--- src/rtl/calc_pkg.sv ---
// rtl/calc_pkg.sv - shared status codes, glyphs and display state for the calculator display path
package calc_pkg;

  localparam logic [1:0] ST_ERRO  = 2'b00;
  localparam logic [1:0] ST_BUSY  = 2'b01;
  localparam logic [1:0] ST_READY = 2'b10;
  localparam logic [1:0] ST_PRINT = 2'b11;

  localparam logic [6:0] SEG_0     = 7'h40;
  localparam logic [6:0] SEG_1     = 7'h79;
  localparam logic [6:0] SEG_2     = 7'h24;
  localparam logic [6:0] SEG_3     = 7'h30;
  localparam logic [6:0] SEG_4     = 7'h19;
  localparam logic [6:0] SEG_5     = 7'h12;
  localparam logic [6:0] SEG_6     = 7'h02;
  localparam logic [6:0] SEG_7     = 7'h78;
  localparam logic [6:0] SEG_8     = 7'h00;
  localparam logic [6:0] SEG_9     = 7'h10;
  localparam logic [6:0] SEG_E     = 7'h06;
  localparam logic [6:0] SEG_R     = 7'h2F;
  localparam logic [6:0] SEG_O     = 7'h23;
  localparam logic [6:0] SEG_BLANK = 7'h7F;

  typedef enum logic [1:0] {
    S_IDLE,
    S_LOAD,
    S_ERROR
  } disp_state_t;

  // Leading zeros from index 7 downward are blanked; any nonzero code (incl. 10-15) ends the run.
  function automatic logic [7:0] lz_blank_mask(input logic [7:0][3:0] digits);
    logic [7:0] m;
    logic       run;
    m   = '0;
    run = 1'b1;
    for (int i = 7; i >= 1; i--) begin
      if (run && (digits[i] == 4'd0)) m[i] = 1'b1;
      else run = 1'b0;
    end
    return m;
  endfunction

endpackage

--- src/rtl/calc_display_seg7_decoder.sv ---
// rtl/calc_display_seg7_decoder.sv - BCD / error-letter to active-low 7-segment glyph
module seg7_decoder
  import calc_pkg::*;
(
  input  logic [3:0] code_i,
  input  logic       blank_i,
  input  logic       err_i,
  output logic [6:0] seg_o
);

  // In error mode code_i carries the digit index, which selects the letter of "Erro".
  always_comb begin
    seg_o = SEG_BLANK;
    if (err_i) begin
      case (code_i)
        4'd3:    seg_o = SEG_E;
        4'd2:    seg_o = SEG_R;
        4'd1:    seg_o = SEG_R;
        4'd0:    seg_o = SEG_O;
        default: seg_o = SEG_BLANK;
      endcase
    end else if (!blank_i) begin
      case (code_i)
        4'd0:    seg_o = SEG_0;
        4'd1:    seg_o = SEG_1;
        4'd2:    seg_o = SEG_2;
        4'd3:    seg_o = SEG_3;
        4'd4:    seg_o = SEG_4;
        4'd5:    seg_o = SEG_5;
        4'd6:    seg_o = SEG_6;
        4'd7:    seg_o = SEG_7;
        4'd8:    seg_o = SEG_8;
        4'd9:    seg_o = SEG_9;
        default: seg_o = SEG_BLANK;
      endcase
    end
  end

endmodule

--- src/rtl/calc_display.sv ---
// rtl/calc_display.sv - captures the core digit stream into a frame and scans an 8-digit display
module calc_display
  import calc_pkg::*;
#(
  parameter int REFRESH_DIV = 50000,
  parameter bit BLANK_LZ    = 1'b1
) (
  input  logic       clock,
  input  logic       reset,
  input  logic [1:0] status,
  input  logic [3:0] data,
  input  logic [3:0] pos,
  output logic [7:0] an,
  output logic [6:0] seg,
  output logic       dp,
  output logic       loading,
  output logic [7:0] frame_cnt
);

  localparam int         CNT_W       = (REFRESH_DIV > 2) ? $clog2(REFRESH_DIV) : 1;
  localparam logic [7:0] RESET_BLANK = BLANK_LZ ? 8'hFE : 8'h00;

  disp_state_t     state_q;
  logic [7:0][3:0] shadow_q, disp_q, commit_d;
  logic [7:0]      mask_q, blank_q, blank_d;
  logic [7:0]      frame_cnt_q, an_q;
  logic [CNT_W-1:0] refresh_q;
  logic [2:0]      scan_idx_q;
  logic [6:0]      seg_q, seg_d;
  logic            loading_q;
  logic            pos_ok;
  logic [2:0]      wr_idx;
  logic [3:0]      dec_code;

  assign pos_ok = (status == ST_PRINT) && (pos >= 4'd1) && (pos <= 4'd8);
  assign wr_idx = 3'(pos - 4'd1);

  always_comb begin
    commit_d = '0;
    for (int i = 0; i < 8; i++) commit_d[i] = mask_q[i] ? shadow_q[i] : 4'd0;
    blank_d = BLANK_LZ ? lz_blank_mask(commit_d) : 8'h00;
  end

  assign dec_code = (state_q == S_ERROR) ? {1'b0, scan_idx_q} : disp_q[scan_idx_q];

  seg7_decoder u_dec (
    .code_i  (dec_code),
    .blank_i (blank_q[scan_idx_q]),
    .err_i   (state_q == S_ERROR),
    .seg_o   (seg_d)
  );

  always_ff @(posedge clock or posedge reset) begin
    if (reset) begin
      state_q     <= S_IDLE;
      shadow_q    <= '0;
      mask_q      <= '0;
      disp_q      <= '0;
      blank_q     <= RESET_BLANK;
      frame_cnt_q <= '0;
      refresh_q   <= '0;
      scan_idx_q  <= '0;
      an_q        <= 8'hFF;
      seg_q       <= SEG_BLANK;
      loading_q   <= 1'b0;
    end else begin
      if (refresh_q == CNT_W'(REFRESH_DIV - 1)) begin
        refresh_q  <= '0;
        scan_idx_q <= scan_idx_q + 3'd1;
      end else begin
        refresh_q <= refresh_q + 1'b1;
      end
      an_q  <= ~(8'b1 << scan_idx_q);
      seg_q <= seg_d;

      if (status == ST_ERRO) begin
        state_q   <= S_ERROR;
        loading_q <= 1'b0;
      end else begin
        case (state_q)
          S_IDLE: begin
            // The digit presented on the entry edge is already part of the new frame.
            if (status == ST_PRINT) begin
              state_q   <= S_LOAD;
              loading_q <= 1'b1;
              shadow_q  <= '0;
              mask_q    <= '0;
              if (pos_ok) begin
                shadow_q[wr_idx] <= data;
                mask_q[wr_idx]   <= 1'b1;
              end
            end
          end
          S_LOAD: begin
            case (status)
              ST_PRINT: begin
                if (pos_ok) begin
                  shadow_q[wr_idx] <= data;
                  mask_q[wr_idx]   <= 1'b1;
                end
              end
              ST_READY: begin
                disp_q      <= commit_d;
                blank_q     <= blank_d;
                frame_cnt_q <= frame_cnt_q + 8'd1;
                state_q     <= S_IDLE;
                loading_q   <= 1'b0;
              end
              ST_BUSY: ;
              default: ;
            endcase
          end
          default: ;
        endcase
      end
    end
  end

  assign an        = an_q;
  assign seg       = seg_q;
  assign dp        = 1'b1;
  assign loading   = loading_q;
  assign frame_cnt = frame_cnt_q;

endmodule

--- config.mk ---
export PLATFORM = sky130hd
export DESIGN_NAME = calc_display
export DESIGN_NICKNAME = d
export VERILOG_FILES = /design/src/rtl/calc_pkg.sv /design/src/rtl/calc_display_seg7_decoder.sv /design/src/rtl/calc_display.sv
export SDC_FILE = /design/constraint.sdc
export NUM_CORES = 1
export LEC_CHECK = 0
export CORE_AREA = 2 2 111 113
export CTS_CLUSTER_SIZE = 8
export DETAILED_ROUTE_END_ITERATION = 12
export DIE_AREA = 0 0 113 115
export GPL_TIMING_DRIVEN = 1
export PLACE_DENSITY = 0.74
export SYNTH_ARGS = -nofsm -noshare
export SYNTH_HDL_FRONTEND = slang
export SYNTH_SLANG_ARGS = --single-unit
--- constraint.sdc ---
create_clock -name clock -period 3.5 [get_ports clock]
set_input_delay 0.35 -clock clock [delete_from_list [all_inputs] [get_ports clock]]
set_output_delay 0.35 -clock clock [all_outputs]
set_load 0.05 [all_outputs]
-- Word level (Yosys, flattened, before mapping)
Memory sizes are Yosys's and may differ from the RTL's.
Cells that the tools add are included.
- $add $sub $neg: 4
- $lt $le $gt $ge: 5
- eq/ne operators: 13
- shifts and indexed selects: 1
- multiplexer cells: 52
- bitwise operators: 4
- reduce and logical (&&, ||, !) cells: 25
- operator list (kind ; number):
    32-bit two-way mux ; 4
    32-bit one-hot mux with 2 select lines ; 1
    4-bit two-way mux ; 11
    32-bit AND ; 1
    32-bit bitwise mux ; 1
    4-bit zero test ; 8
    8-bit two-way mux ; 4
    7-bit one-hot mux with 3 select lines ; 1
    1-bit two-way mux ; 17
    16-bit by 1-bit adder with 16-bit output, second input constant ; 1
    16-bit == test, second input constant ; 1
    16-bit two-way mux ; 1
    8-bit one-hot mux with 2 select lines ; 1
    7-bit two-way mux ; 2
    4-bit binary-select mux with 3-bit select ; 1
    4-bit demux with 3-bit select ; 1
    1-bit logical AND ; 9
    8-bit by 1-bit adder with 8-bit output, second input constant ; 1
    4-bit by 2-bit == test with 1-bit output, second input constant ; 2
    3-bit by 4-bit less-than comparator with 1-bit output, second input constant ; 2
    8-bit inverter ; 1
    8-bit bitwise OR ; 1
    1-bit by 3-bit left shift with 8-bit output, first input constant ; 1
    2-bit == test, second input constant ; 3
    other kinds (22) ; 28
- flip-flop bits (word level): 124
- ROM bits: 112
- input bits: 12
- output and inout bits: 25
- logic and storage cells: 130
- memories: 1
- memories (name ; depth ; bits a word ; read ports ; clocked after Yosys merged registers in ; wr ports ; RTL line ; source):
    (name not given) ; 16 ; 7 ; 1 ; 0 ; 0 ; calc_display_seg7_decoder.sv:23 ; case (code_i)

-- Longest topological paths before layout
Gate-level depths: netlist (run 1).
- depth in word-level cells: 15
- gate-level depth with buffers: 11
- mapped depth without buffers: 9

-- Hierarchy
From an unflattened synthesis (run 1), not the netlist that was laid out.
- cell total of the unflattened synthesis: 547
- area, all modules: 5784.3 um2
- modules (own cells, without submodules) (module ; instances ; cells each ; area each (um2) ; seq. area each (um2)):
    calc_display ; 1 ; 505 ; 5480.3 ; 3105.5
    seg7_decoder ; 1 ; 42 ; 304.0 ; 0.0

-- Least setup slack after synthesis (run 1)
Ideal clock, no wire load.
- path type: reg-to-reg
- start point: register state_q[0]
- end point: register seg_q[4] (netlist: seg[4])
- setup time: 0.094 ns
- arrival time: 2.179 ns
- data required time: 3.406 ns
- path slack: 1.226 ns
- stages on the path, launching flop included: 10
- path buffers: 1
- clock period less this slack: 2.274 ns
- path through: dfrtp_1 -> nor2b_1 -> clkbuf_1 -> o21ai_0 -> nand2_1 -> inv_1 -> ha_1 -> nor2_1 -> a211oi_1 -> a211oi_1
- longest elaborated chain between the ends: 6
- elaborated cells between the ends (all ways): 11
- classes of those cells: eq/ne (4); mux (4); reduce/logical (2); memory (1)
- RTL lines (element ; RTL line ; source):
    start, declared ; calc_display.sv:23 ; disp_state_t state_q;
    start signal, assigned ; calc_display.sv:55 ; state_q <= S_IDLE;
    start signal, assigned ; calc_display.sv:77 ; state_q <= S_ERROR;
    start signal, assigned ; calc_display.sv:84 ; state_q <= S_LOAD;
    2-bit == test * ; calc_display.sv:44, calc_display.sv:49 ;
    parallel branches: the longest is 4 deep, another holds memory read 16 x 7 bit ; - ;
    7-bit two-way mux * ; calc_display_seg7_decoder.sv:14 ; if (err_i) begin
    via seg_d[4] ; calc_display.sv:29 ; logic [6:0] seg_q, seg_d;
    end signal, assigned ; calc_display.sv:74 ; seg_q <= seg_d;
    end, declared ; calc_display.sv:29 ;
Mark *: on every way through the listed nets, which the timed path passes.
A chain may end at the register's enable or synchronous reset.

-- Worst setup path after layout (run 1)
- start point: register scan_idx_q[0]
- end point: register seg_q[4] (netlist: seg[4])
- longest elaborated chain between the ends: 7
- elaborated cells between the ends (all ways): 14
- classes of those cells: eq/ne (3); mux (8); reduce/logical (2); memory (1)
- RTL lines (element ; RTL line ; source):
    start, declared ; calc_display.sv:28 ; logic [2:0] scan_idx_q;
    start signal, assigned ; calc_display.sv:69 ; scan_idx_q <= scan_idx_q + 3'd1;
    parallel branches: the longest is 6 deep, another holds memory read 16 x 7 bit ; - ;
    7-bit two-way mux * ; calc_display_seg7_decoder.sv:14 ;
    via seg_d[4] ; calc_display.sv:29 ;
Mark *: on every way through the listed nets, which the timed path passes. The select of a mux whose other input is x is not followed.

==> summary.md, run 1 <==
| Metric | Value |
|---|---|
| Status | finished, violations left |
| Failing checks | design-rule violations |
| CP endpoint kind | register |
| EDFF count, synth | 0 |
| Setup tns final | 0 ps |
| Slowest stage cell, crit path | dfrtp_1 |
| Post-synthesis net count | 569 |
| First-pass GRT wire length | 20130 um |
| Worst VDD drop | 0.3297 mV |
| Post-Route WL | 11820 um |
| Post-synthesis cell type count | 50 |
| Total Nets Final | 607 |
| Initial antenna violation count | 0 |
| Most common cell after layout, fill and taps aside | nand2_1 |
| Mapped Cells | 542 |
| Number of I/O port buffers | 35 |
| CTS tree | yes |
| Number of detailed-route iterations in the first pass | 8 |
| Largest net degree at the start of global routing | 57 |
| Reg2reg start | scan_idx_q[0]$_DFFE_PP0N_ |
| Clock Power Share | 0.514 |
| Post-synthesis sequential area ratio | 0.5380 |
| Critical path arrival | 2990 ps |
| Aggregate global routing overflow | 0 |
| All-Layer GR Usage | 0.2004 |
| Logic pwr share | 0.025 |
| Drt first-iter violations | 268 |
| Most Frequent Cell on Critical Path | a211oi_1 |
| # rows | 40 |
| RSZ-0062 raised after global routing | no |
| Clk root buf | clkbuf_16 |
| Final Wtd Congestion | 0.8926 |
| Asr flop ratio synth | 1.000 |
| WP buf/inv | 1 |
| Clock latency on the worst-skew pair | 420 ps |
| Antenna cells | 0 |
| Hold buffer count at CTS | 0 |
| Worst Clk Skew | 11.53 ps |
| Required @ worst endpoint | 3820 ps |
| Most used flip-flop cell after synthesis | dfrtp_1 |
| Crit path launch type | register |
| Routed vias | 4065 |
| Postcts setup bufs | 0 |
| Slew margin rel. | 0.3388 |
| CTS buffer count | 17 |
| Die H | 115 um |
| Mapped Area | 0.005772 mm2 |
| CP max FO | 10 |
| Fill count | 1016 |
| Max-cap violations | 0 |
| Initial Utilization | 0.4887 |
| Drt wl/cell | 16.01 um |
| Die Area | 0.01300 mm2 |
| Switching Share | 0.2114 |
| Die X | 113 um |
| Hold slack | 452.1 ps |
| Worst path cell trace | mux4_2 > o21ai_0 > nand2_1 > inv_1 > ha_1 > nor2_1 > a211oi_1 > a211oi_1 |
| Worst Hold Class | register to register |
| Leakage | 3.196 nW |
| Max Fclk | 373.7 MHz |
| Sw power | 0.6578 mW |
| Syn avg cell area | 10.65 um2 |
| Cell area power density | 457.7 mW/mm2 |
| Clock Path Buffers | 2 |
| Final Hold Vio Count | 0 |
| Io pins | 37 |
| Synth warn | 0 |
| Most frequent cells in the layout | nand2_1, dfrtp_1, nand3_1 |
| Synthesized flop and latch total | 123 |
| Seq pwr share | 0.462 |
| Crit path largest cell delay | 640 ps |
| Crit. Startpoint | scan_idx_q[0]$_DFFE_PP0N_ |
| Final Cycle Share | 0.7645 |
| Vias in the first global route | 4039 |
| Power Internal | 2.453 mW |
| Hold_sp | blank_q[6]$_DFFE_PP1P_ |
| Delay-heaviest family, CP | compound AO/OA/AOI/OAI gates |
| Clock sinks | 123 |
| Worst-Margin Slew | 989.8 ps |
| Residual DRC | 4 |
| DR vias/cell | 5.508 |
| Slew Limit Fails | 0 |
| Final min period | 2676 ps |
| CP Class | register to register |
| DRT antenna net count | 0 |
| Core area | 0.01181 mm2 |
| Synthesis-to-layout area growth | 17.75% |
| Layout cells sized above 1 | 0.1286 |
| Post-CTS resize count | 0 |
| DP HPWL | 8301 um |
| CTS H-tree lvls | 4 |
| # setup viols final | 0 |
| Worst-path clk slew | 60 ps |
## metal layers
layer,up-vias,track usage,routed length (um)
met5,-,0,0
met4,0,0.07642,227
met3,17,0.05851,624
met2,97,0.3186,5744
met1,1989,0.2632,5221
li1,1962,-,-
## kinds of logic (layout without fill, tap and decap cells)
family / count (synthesis) / after routing / share of synthesized area
AOI/OAI and AO/OA: 63 / 63 / 0.08454
other: 1 / 1 / 0.0006497
muxes: 32 / 32 / 0.07977
adders and majority gates: 15 / 15 / 0.03252
and+or+nand+nor: 244 / 244 / 0.1925
buffers and inverters: 41 / 90 / 0.03707
xor gates and xnor gates: 23 / 23 / 0.03490
DFF: 123 / 123 / 0.5380
## final timing paths
check,end,slack (ps),cells after the start
max reg2reg,seg[4]$_DFF_PP1_,820,8
max in group asynchronous,blank_q[5]$_DFFE_PP1P_,2170,3
min reg2reg,blank_q[6]$_DFFE_PP1P_,450,2
min,blank_q[6]$_DFFE_PP1P_,450,2
min in group asynchronous,refresh_q[3]$_DFF_PP0_,500,2
max,seg[4]$_DFF_PP1_,820,8
## worst reg2reg max path, cell delays in order, from the launching register on
cell and delay (ps):
dfrtp_1 640, mux4_2 550, o21ai_0 270, nand2_1 190, inv_1 140, ha_1 260
nor2_1 90, a211oi_1 330, a211oi_1 100
## per-stage QoR
stage                     total power [mW]  setup WS [ps]  utilization  area, um2  instances
after floorplan                      1.505           1226            -       5776        542
after global placement               1.535          907.8       0.5301       6261        708
after detailed placement             1.539          749.0       0.5301       6261        708
after CTS                            3.129          825.4       0.5754       6797        738
after global routing                 3.214          595.1       0.5754       6797        738
final                                3.111          824.2       0.5754       6797        738
## synthesized netlist by cell type, types with 11 or more instances
library cell / number / area [um2]
clkbuf_1: 15 / 56.30
dfrtp_1: 101 / 2527
dfstp_2: 22 / 578.1
ha_1: 15 / 187.7
inv_1: 16 / 60.06
mux2i_1: 22 / 220.2
nand2_1: 125 / 469.2
nand3_1: 61 / 305.3
nor2_1: 19 / 71.32
nor3_1: 11 / 55.05
o21ai_0: 21 / 105.1
xnor2_1: 12 / 105.1
xor2_1: 11 / 96.34
## flip-flops by register name, indices dropped and copies added, names as in the netlist
name / count
state_q: 2
blank_q: 7
seg: 7
shadow_q: 32
mask_q: 8
refresh_q: 16
frame_cnt: 8
disp_q: 32
scan_idx_q: 3
an: 8
## power by group through the flow
stage	sequential (mW)	combinational (mW)	clock (mW)
2_1_floorplan	1.46	0.0465	0
3_3_place_gp	1.46	0.0757	0
3_5_place_dp	1.46	0.0792	0
4_1_cts	1.44	0.0794	1.61
5_1_grt	1.44	0.0878	1.69
6_report	1.44	0.0769	1.60
## area by class of cell
| type | count | area (um2) | area share |
|---|---|---|---|
| inverter | 17 | 81.33 | 0.01197 |
| sequential | 123 | 3105 | 0.4569 |
| timing repair buffer | 43 | 422.9 | 0.06222 |
| clock buffer | 22 | 464.2 | 0.06830 |
| multi-input combinational | 378 | 2467 | 0.3630 |
| tap | 147 | 183.9 | 0.02706 |
| clock inverter | 8 | 71.32 | 0.01049 |
Power figures use the tool's default switching activity.
==> run 2: changes to the inputs <==
--- a/config.mk
+++ b/config.mk
@@ -10,7 +10,7 @@
 export DETAILED_ROUTE_END_ITERATION = 12
 export DIE_AREA = 0 0 113 115
 export GPL_TIMING_DRIVEN = 1
-export PLACE_DENSITY = 0.74
+export PLACE_DENSITY = 0.71
 export SYNTH_ARGS = -nofsm -noshare
 export SYNTH_HDL_FRONTEND = slang
 export SYNTH_SLANG_ARGS = --single-unit
==> constraint.sdc (replaced) <==
create_clock -name clock -period 2.7 [get_ports clock]
set_input_delay 0.27 -clock clock [delete_from_list [all_inputs] [get_ports clock]]
set_output_delay 0.27 -clock clock [all_outputs]
set_load 0.05 [all_outputs]
==> summary.md, run 2 (synthesis results as in run 1) <==
| Metric | Value |
|---|---|
| Required @ worst endpoint | 3030 ps (was 3820 ps) |
| Largest regs | disp_q x32, shadow_q x32, refresh_q x16 (unchanged) |
| Setup tns final | 0 ps (unchanged) |
| Worst-path clk slew | 60 ps (about the same) |
| Drt wl/cell | 16.37 um (was 16.01 um) |
| Final Hold Vio Count | 0 (unchanged) |
| Final Cycle Share | 0.8889 (was 0.7645) |
| Crit path largest cell delay | 510 ps (was 640 ps) |
| Inst Count DP | 714 (was 708) |
| DR vias/cell | 5.567 (was 5.508) |
| Max-cap violations | 0 (unchanged) |
| Delay-heaviest family, CP | multiplexers (was compound AO/OA/AOI/OAI gates) |
| Design Area, Final | 0.006930 mm2 (was 0.006797 mm2) |
| Io pins | 37 (unchanged) |
| Worst Clk Skew | 8.108 ps (was 11.53 ps) |
| Max Fclk | 416.6 MHz (was 373.7 MHz) |
| Post-CTS resize count | 0 (unchanged) |
| Most common cell after layout, fill and taps aside | nand2_1 (unchanged) |
| Residual DRC | 4 (unchanged) |
| Worst VDD drop | 0.3413 mV (was 0.3297 mV) |
| Core area | 0.01181 mm2 (unchanged) |
| Slew margin rel. | 0.5044 (was 0.3388) |
| Grt peak-use layer | met2 (unchanged) |
| First-pass GRT wire length | 20730 um (was 20130 um) |
| Die X | 113 um (unchanged) |
| Slowest stage cell, crit path | mux4_2 (was dfrtp_1) |
| Final non-filler cell total | 746 (was 738) |
| Clock latency on the worst-skew pair | 420 ps (about the same) |
| Layout cells sized above 1 | 0.1436 (was 0.1286) |
| Clock Path Buffers | 2 (unchanged) |
| Total Power | 4.355 mW (was 3.111 mW) |
| Initial antenna violation count | 0 (unchanged) |
| CTS tree | yes (unchanged) |
| Final min period | 2400 ps (was 2676 ps) |
| Number of I/O port buffers | 35 (unchanged) |
| # rows | 40 (unchanged) |
| Die Area | 0.01300 mm2 (unchanged) |
| DP HPWL | 8645 um (was 8301 um) |
| Failing checks | design-rule violations (unchanged) |
| Antenna cells | 0 (unchanged) |
| All-Layer GR Usage | 0.2041 (was 0.2004) |
| CP Class | register to register (unchanged) |
| CP max FO | 9 (was 10) |
| Post-Route WL | 12210 um (was 11820 um) |
| # setup viols final | 0 (unchanged) |
| RSZ-0062 raised after global routing | no (unchanged) |
| Die H | 115 um (unchanged) |
| Status | finished, violations left (unchanged) |
| WP buf/inv | 2 (was 1) |
| Clock sinks | 123 (unchanged) |
| Met1 GRT Util | 0.2563 (was 0.2632) |
| Number of detailed-route iterations in the first pass | 9 (was 8) |
| Initial Utilization | 0.4887 (unchanged) |
| Hold buffer count at CTS | 0 (unchanged) |
| Critical path arrival | 2730 ps (was 2990 ps) |
| Routing usage on met2 | 0.3385 (was 0.3186) |
| Synthesis-to-layout area growth | 20.07% (was 17.75%) |
| DP Area | 0.006306 mm2 (was 0.006261 mm2) |
| Postcts setup bufs | 0 (unchanged) |
| CP endpoint kind | register (unchanged) |
| Clk root buf | clkbuf_16 (unchanged) |
| CTS buffer count | 17 (unchanged) |
| Most frequent cells in the layout | nand2_1, dfrtp_1, nand3_1 (unchanged) |
| Fill count | 920 (was 1016) |
| Crit path launch type | register (unchanged) |
| Worst Hold Class | primary input to asynchronous set/reset pin (was register to register) |
| Most Frequent Cell on Critical Path | a211oi_1 (unchanged) |
| DRT antenna net count | 0 (unchanged) |
| Slew Limit Fails | 0 (unchanged) |
| Leakage | 3.254 nW (was 3.196 nW) |
| Total Nets Final | 613 (was 607) |
| Routed vias | 4153 (was 4065) |
| Worst path cell trace | buf_4 > mux4_2 > nand3_1 > nand2_1 > inv_1 > ha_1 > nor2_1 > a211oi_1 > a211oi_1 (was mux4_2 > o21ai_0 > nand2_1 > inv_1 > ha_1 > nor2_1 > a211oi_1 > a211oi_1) |
| Final Wtd Congestion | 0.9101 (was 0.8926) |
| Aggregate global routing overflow | 0 (unchanged) |
| Worst-Margin Slew | 733.8 ps (was 989.8 ps) |
| Cell area power density | 628.4 mW/mm2 (was 457.7 mW/mm2) |
| Drt first-iter violations | 315 (was 268) |
| CTS H-tree lvls | 4 (unchanged) |
| Largest net degree at the start of global routing | 100 (was 57) |
| Vias in the first global route | 4099 (was 4039) |
| Routing usage on met3 | 0.05851 (unchanged) |
-- run 2: cell count changes in the layout (fill, tap and decap cells not counted) --
| cell | delta |
|---|---|
| inv_6 | +2 |
| clkbuf_8 | -2 |
| clkinvlp_4 | +3 |
| clkinv_2 | -3 |
| clkbuf_1 | -2 |
| buf_4 | +6 |
| bufinv_16 | +3 |
| clkinv_4 | +1 |
-- run 2: report_power, final --
group	switching [mW]	internal, mW	leakage [nW]
combinational	0.0671	0.0338	1.34
sequential	0.00762	1.85	1.62
clock	0.847	1.55	0.293
-- run 2: metrics by stage --
stage | setup WS (ps) | util | hold slack, ps
4_1_cts | 287.0 | 0.5868 | 301.9
6_report | 299.9 | 0.5868 | 295.5
2_1_floorplan | 426.3 | - | 366.4
3_3_place_gp | 410.7 | 0.5339 | 446.6
3_5_place_dp | 265.3 | 0.5339 | 447.7
5_1_grt | 73.08 | 0.5868 | 319.1
-- run 2: worst paths after layout --
| kind | end | slack, ps | cells past startpoint | startpoint |
|---|---|---|---|---|
| max | seg[4]$_DFF_PP1_ | 300 | 9 | scan_idx_q[0]$_DFFE_PP0N_ |
| min | refresh_q[15]$_DFF_PP0_ | 300 | 3 | reset |
| max reg2reg | seg[4]$_DFF_PP1_ | 300 | 9 | scan_idx_q[0]$_DFFE_PP0N_ |
| min reg2reg | blank_q[3]$_DFFE_PP1P_ | 460 | 2 | blank_q[3]$_DFFE_PP1P_ |
| max in group asynchronous | blank_q[7]$_DFFE_PP1P_ | 1920 | 3 | reset |
| min in group clock | blank_q[3]$_DFFE_PP1P_ | 460 | 2 | blank_q[3]$_DFFE_PP1P_ |
-- run 2: area by class of cell --
class / instances / area, um2 / share of cell area
Multi-Input combinational cell: 378 / 2467 / 0.3560
Sequential cell: 123 / 3105 / 0.4481
Tap cell: 147 / 183.9 / 0.02654
Clock buffer: 18 / 429.2 / 0.06192
Inverter: 17 / 81.33 / 0.01173
Timing Repair Buffer: 49 / 467.9 / 0.06752
Clock inverter: 14 / 195.2 / 0.02816
-- run 2: worst min-delay path, stage by stage --
cell and delay, ps:
clkdlybuf4s50_1 440, clkinvlp_4 100, buf_4 290
-- run 2: layer usage --
| metal | vias up | routed length (um) |
|---|---|---|
| li1 | 1978 | - |
| met1 | 2059 | 5317 |
| met2 | 97 | 6061 |
| met3 | 19 | 586 |
| met4 | 0 | 244 |
| met5 | - | 0 |
==> run 3: changes to the inputs <==
--- a/config.mk
+++ b/config.mk
@@ -13,4 +13,5 @@
 export PLACE_DENSITY = 0.71
 export SYNTH_ARGS = -nofsm -noshare
 export SYNTH_HDL_FRONTEND = slang
+export SYNTH_HIERARCHICAL = 1
 export SYNTH_SLANG_ARGS = --single-unit
==> summary.md, run 3 <==
| Metric | Value |
|---|---|
| Most frequent cells in the layout | nand2_1, dfrtp_1, nand3_1 (unchanged) |
| Die Area | 0.01300 mm2 (unchanged) |
| Asr flop ratio synth | 1.000 (unchanged) |
| Most common cell after layout, fill and taps aside | nand2_1 (unchanged) |
| Mapped Area | 0.005784 mm2 (was 0.005772 mm2) |
| Required @ worst endpoint | 3030 ps (about the same) |
| Die X | 113 um (unchanged) |
| Core area | 0.01181 mm2 (unchanged) |
| Status | finished, violations left (unchanged) |
| Reg2reg path depth | 7 (was 9) |
| Residual DRC | 3 (was 4) |
| Switching Share | 0.2355 (was 0.2117) |
| CTS buffer count | 17 (unchanged) |
| Power Internal | 3.398 mW (was 3.433 mW) |
| Io pins | 37 (unchanged) |
| Aggregate global routing overflow | 0 (unchanged) |
| Worst path cell trace | mux4_2 > o21ai_0 > nand2_1 > ha_1 > or2_2 > a2bb2oi_2 > a221o_1 (was buf_4 > mux4_2 > nand3_1 > nand2_1 > inv_1 > ha_1 > nor2_1 > a211oi_1 > a211oi_1) |
| Routed vias | 4143 (was 4153) |
| Slew Limit Fails | 0 (unchanged) |
| Clock latency on the worst-skew pair | 420 ps (about the same) |
| Number of detailed-route iterations in the first pass | 9 (unchanged) |
| Antenna cells | 0 (unchanged) |
| Synthesized flop and latch total | 123 (unchanged) |
| # rows | 40 (unchanged) |
| Crit path launch type | register (unchanged) |
| CP endpoint kind | register (unchanged) |
| Final Hold Vio Count | 0 (unchanged) |
| Layout cells sized above 1 | 0.1438 (was 0.1436) |
| Total Power | 4.446 mW (was 4.355 mW) |
| All-Layer GR Usage | 0.1994 (was 0.2041) |
| RSZ-0062 raised after global routing | no (unchanged) |
| Post-CTS resize count | 0 (unchanged) |
| Synth warn | 6 (was 0) |
| Clk root buf | clkbuf_16 (unchanged) |
| Yosys top cell by area | dfrtp_1 (unchanged) |
| Max-cap violations | 0 (unchanged) |
| Worst-path clk slew | 60 ps (about the same) |
| Final Cycle Share | 0.9051 (was 0.8889) |
| CP Depth | 7 (was 9) |
| Cell area power density | 643.2 mW/mm2 (was 628.4 mW/mm2) |
| Max Fclk | 409.2 MHz (was 416.6 MHz) |
| Clock Power Share | 0.460 (was 0.549) |
| Critical R2R Capture | seg[5]$_DFF_PP1_ (was seg[4]$_DFF_PP1_) |
| CP max FO | 8 (was 9) |
| Syn avg cell area | 10.57 um2 (was 10.65 um2) |
| WP buf/inv | 0 (was 2) |
| Slew margin rel. | 0.5378 (was 0.5044) |
| Initial Utilization | 0.4897 (was 0.4887) |
| Post-placement worst setup slack | 266.3 ps (was 265.3 ps) |
| Post-Route WL | 11890 um (was 12210 um) |
| Total Nets Final | 619 (was 613) |
| Reg2reg start | scan_idx_q[1]$_DFFE_PP0N_ (was scan_idx_q[0]$_DFFE_PP0N_) |
| Top cells by area, synth | dfrtp_1, dfstp_2, nand2_1, nand3_1, mux4_2 (was dfrtp_1, dfstp_2, nand2_1, nand3_1, mux2i_1) |
| Hold buffer count at CTS | 0 (unchanged) |
| Post-synthesis cell type count | 61 (was 50) |
| Synthesis-to-layout area growth | 19.49% (was 20.07%) |
| DRT antenna net count | 0 (unchanged) |
| DR vias/cell | 5.509 (was 5.567) |
| EDFF count, synth | 0 (unchanged) |
| Drt wl/cell | 15.82 um (was 16.37 um) |
| Worst VDD drop | 0.4066 mV (was 0.3413 mV) |
| Final Wtd Congestion | 0.8698 (was 0.9101) |
| Logic pwr share | 0.092 (was 0.023) |
| Seq pwr share | 0.448 (was 0.427) |
| Initial antenna violation count | 0 (unchanged) |
| Drt first-iter violations | 323 (was 315) |
| Post-synthesis net count | 574 (was 569) |
| Mapped Cells | 547 (was 542) |
| DP HPWL | 8511 um (was 8645 um) |
| Sw power | 1.047 mW (was 0.9220 mW) |
| CTS H-tree lvls | 4 (unchanged) |
| Leakage | 3.300 nW (was 3.254 nW) |
| Crit path largest cell delay | 540 ps (was 510 ps) |
| Largest net degree at the start of global routing | 46 (was 100) |
| # setup viols final | 0 (unchanged) |
| Final min period | 2444 ps (was 2400 ps) |
| Slowest stage cell, crit path | mux4_2 (unchanged) |
| Die H | 115 um (unchanged) |
| Worst-Margin Slew | 684.0 ps (was 733.8 ps) |
| CP Class | register to register (unchanged) |
| Vias in the first global route | 4041 (was 4099) |
| Setup tns final | 0 ps (unchanged) |
| CTS tree | yes (unchanged) |
| Postcts setup bufs | 0 (unchanged) |
| Delay-heaviest family, CP | compound AO/OA/AOI/OAI gates (was multiplexers) |
| End of the critical path | seg[5]$_DFF_PP1_ (was seg[4]$_DFF_PP1_) |
| Count leader, synth | nand2_1 (unchanged) |
| Clock sinks | 123 (unchanged) |
| First-pass GRT wire length | 20320 um (was 20730 um) |
| Largest regs | disp_q x32, shadow_q x32, refresh_q x16 (unchanged) |
| Worst Hold Class | primary input to asynchronous set/reset pin (unchanged) |
| Most used flip-flop cell after synthesis | dfrtp_1 (unchanged) |
| Reg-to-reg slack, setup | 260 ps (was 300 ps) |
| Commonest cells post-synth | nand2_1, dfrtp_1, nand3_1 (unchanged) |
| Critical path arrival | 2780 ps (was 2730 ps) |
| Worst Clk Skew | 11.46 ps (was 8.108 ps) |
| Post-synthesis sequential area ratio | 0.5369 (was 0.5380) |
| Fin worst setup slack | 256.2 ps (was 299.9 ps) |
| Failing checks | design-rule violations (unchanged) |
| Number of I/O port buffers | 35 (unchanged) |
| Proportion of netlist area held by the largest area contributor | 0.4369 (was 0.4379) |
| Crit. Startpoint | scan_idx_q[1]$_DFFE_PP0N_ (was scan_idx_q[0]$_DFFE_PP0N_) |
| Clock Path Buffers | 2 (unchanged) |
==> run 3: cell count changes after synthesis, moves of 4 or more <==
cell	delta
nand3_1	-20
a32o_1	+10
nor3_1	-8
buf_2	+7
nand2_1	+6
a211oi_1	-4
a21oi_1	+4
buf_6	-4
mux2i_1	-4
mux4_1	-4
mux4_2	+4
nor4bb_1	+4
xor2_1	-4
==> run 3: how the worst min path moves through the flow <==
stage | end | slack, ps | cells after the start
6_report | refresh_q[2]$_DFF_PP0_ | 310 | 2
5_1_grt | refresh_q[0]$_DFF_PP0_ | 380 | 2
4_1_cts | refresh_q[0]$_DFF_PP0_ | 340 | 2
3_5_place_dp | blank_q[7]$_DFFE_PP1P_ | 460 | 2
3_3_place_gp | disp_q[15]$_DFFE_PP0P_ | 450 | 2
2_1_floorplan | shadow_q[12]$_DFFE_PP0P_ | 430 | 1
==> run 3: layout make-up <==
type                       instances  area, um2
clock buffer                      28      486.7
clock inverter                     4      45.04
fill                            1003       4900
inverter                          17      67.56
multi-input combinational        380       2500
sequential                       123       3105
tap                              147      183.9
timing repair buffer              53      523.0
==> run 3: logic make-up after synthesis <==
kind of cell / after synthesis / synth area share
buffers and inverters: 44 / 0.03353
and+or+nand+nor: 245 / 0.2053
adders and majority gates: 15 / 0.03245
xor gates and xnor gates: 21 / 0.03180
DFF: 123 / 0.5369
AOI/OAI and AO/OA: 70 / 0.09128
muxes: 28 / 0.06814
other: 1 / 0.0006483
==> run 3: power groups by stage <==
stage | Combinational [mW] | Sequential, mW | Clock [mW]
final | 0.408 | 1.99 | 2.05
after global routing | 0.438 | 2.00 | 2.17
after CTS | 0.413 | 1.99 | 2.08
after floorplan | 0.176 | 2.11 | 0
after detailed placement | 0.410 | 2.02 | 0
after global placement | 0.401 | 2.02 | 0
==> run 3: per-stage QoR <==
stage / util / instance area, um2 / std cells / hold WS (ps)
3_3_place_gp: 0.5401 / 6380 / 720 / 448.4
6_report: 0.5852 / 6912 / 752 / 310.7
4_1_cts: 0.5852 / 6912 / 752 / 338.0
2_1_floorplan: - / 5788 / 547 / 431.5
3_5_place_dp: 0.5401 / 6380 / 720 / 458.8
5_1_grt: 0.5852 / 6912 / 752 / 375.6
==> run 3: routing by layer <==
metal | global-route usage | share of wire
met5 | 0 | 0
met4 | 0.08049 | 0.020
met3 | 0.04428 | 0.033
met2 | 0.3202 | 0.49
met1 | 0.2665 | 0.45
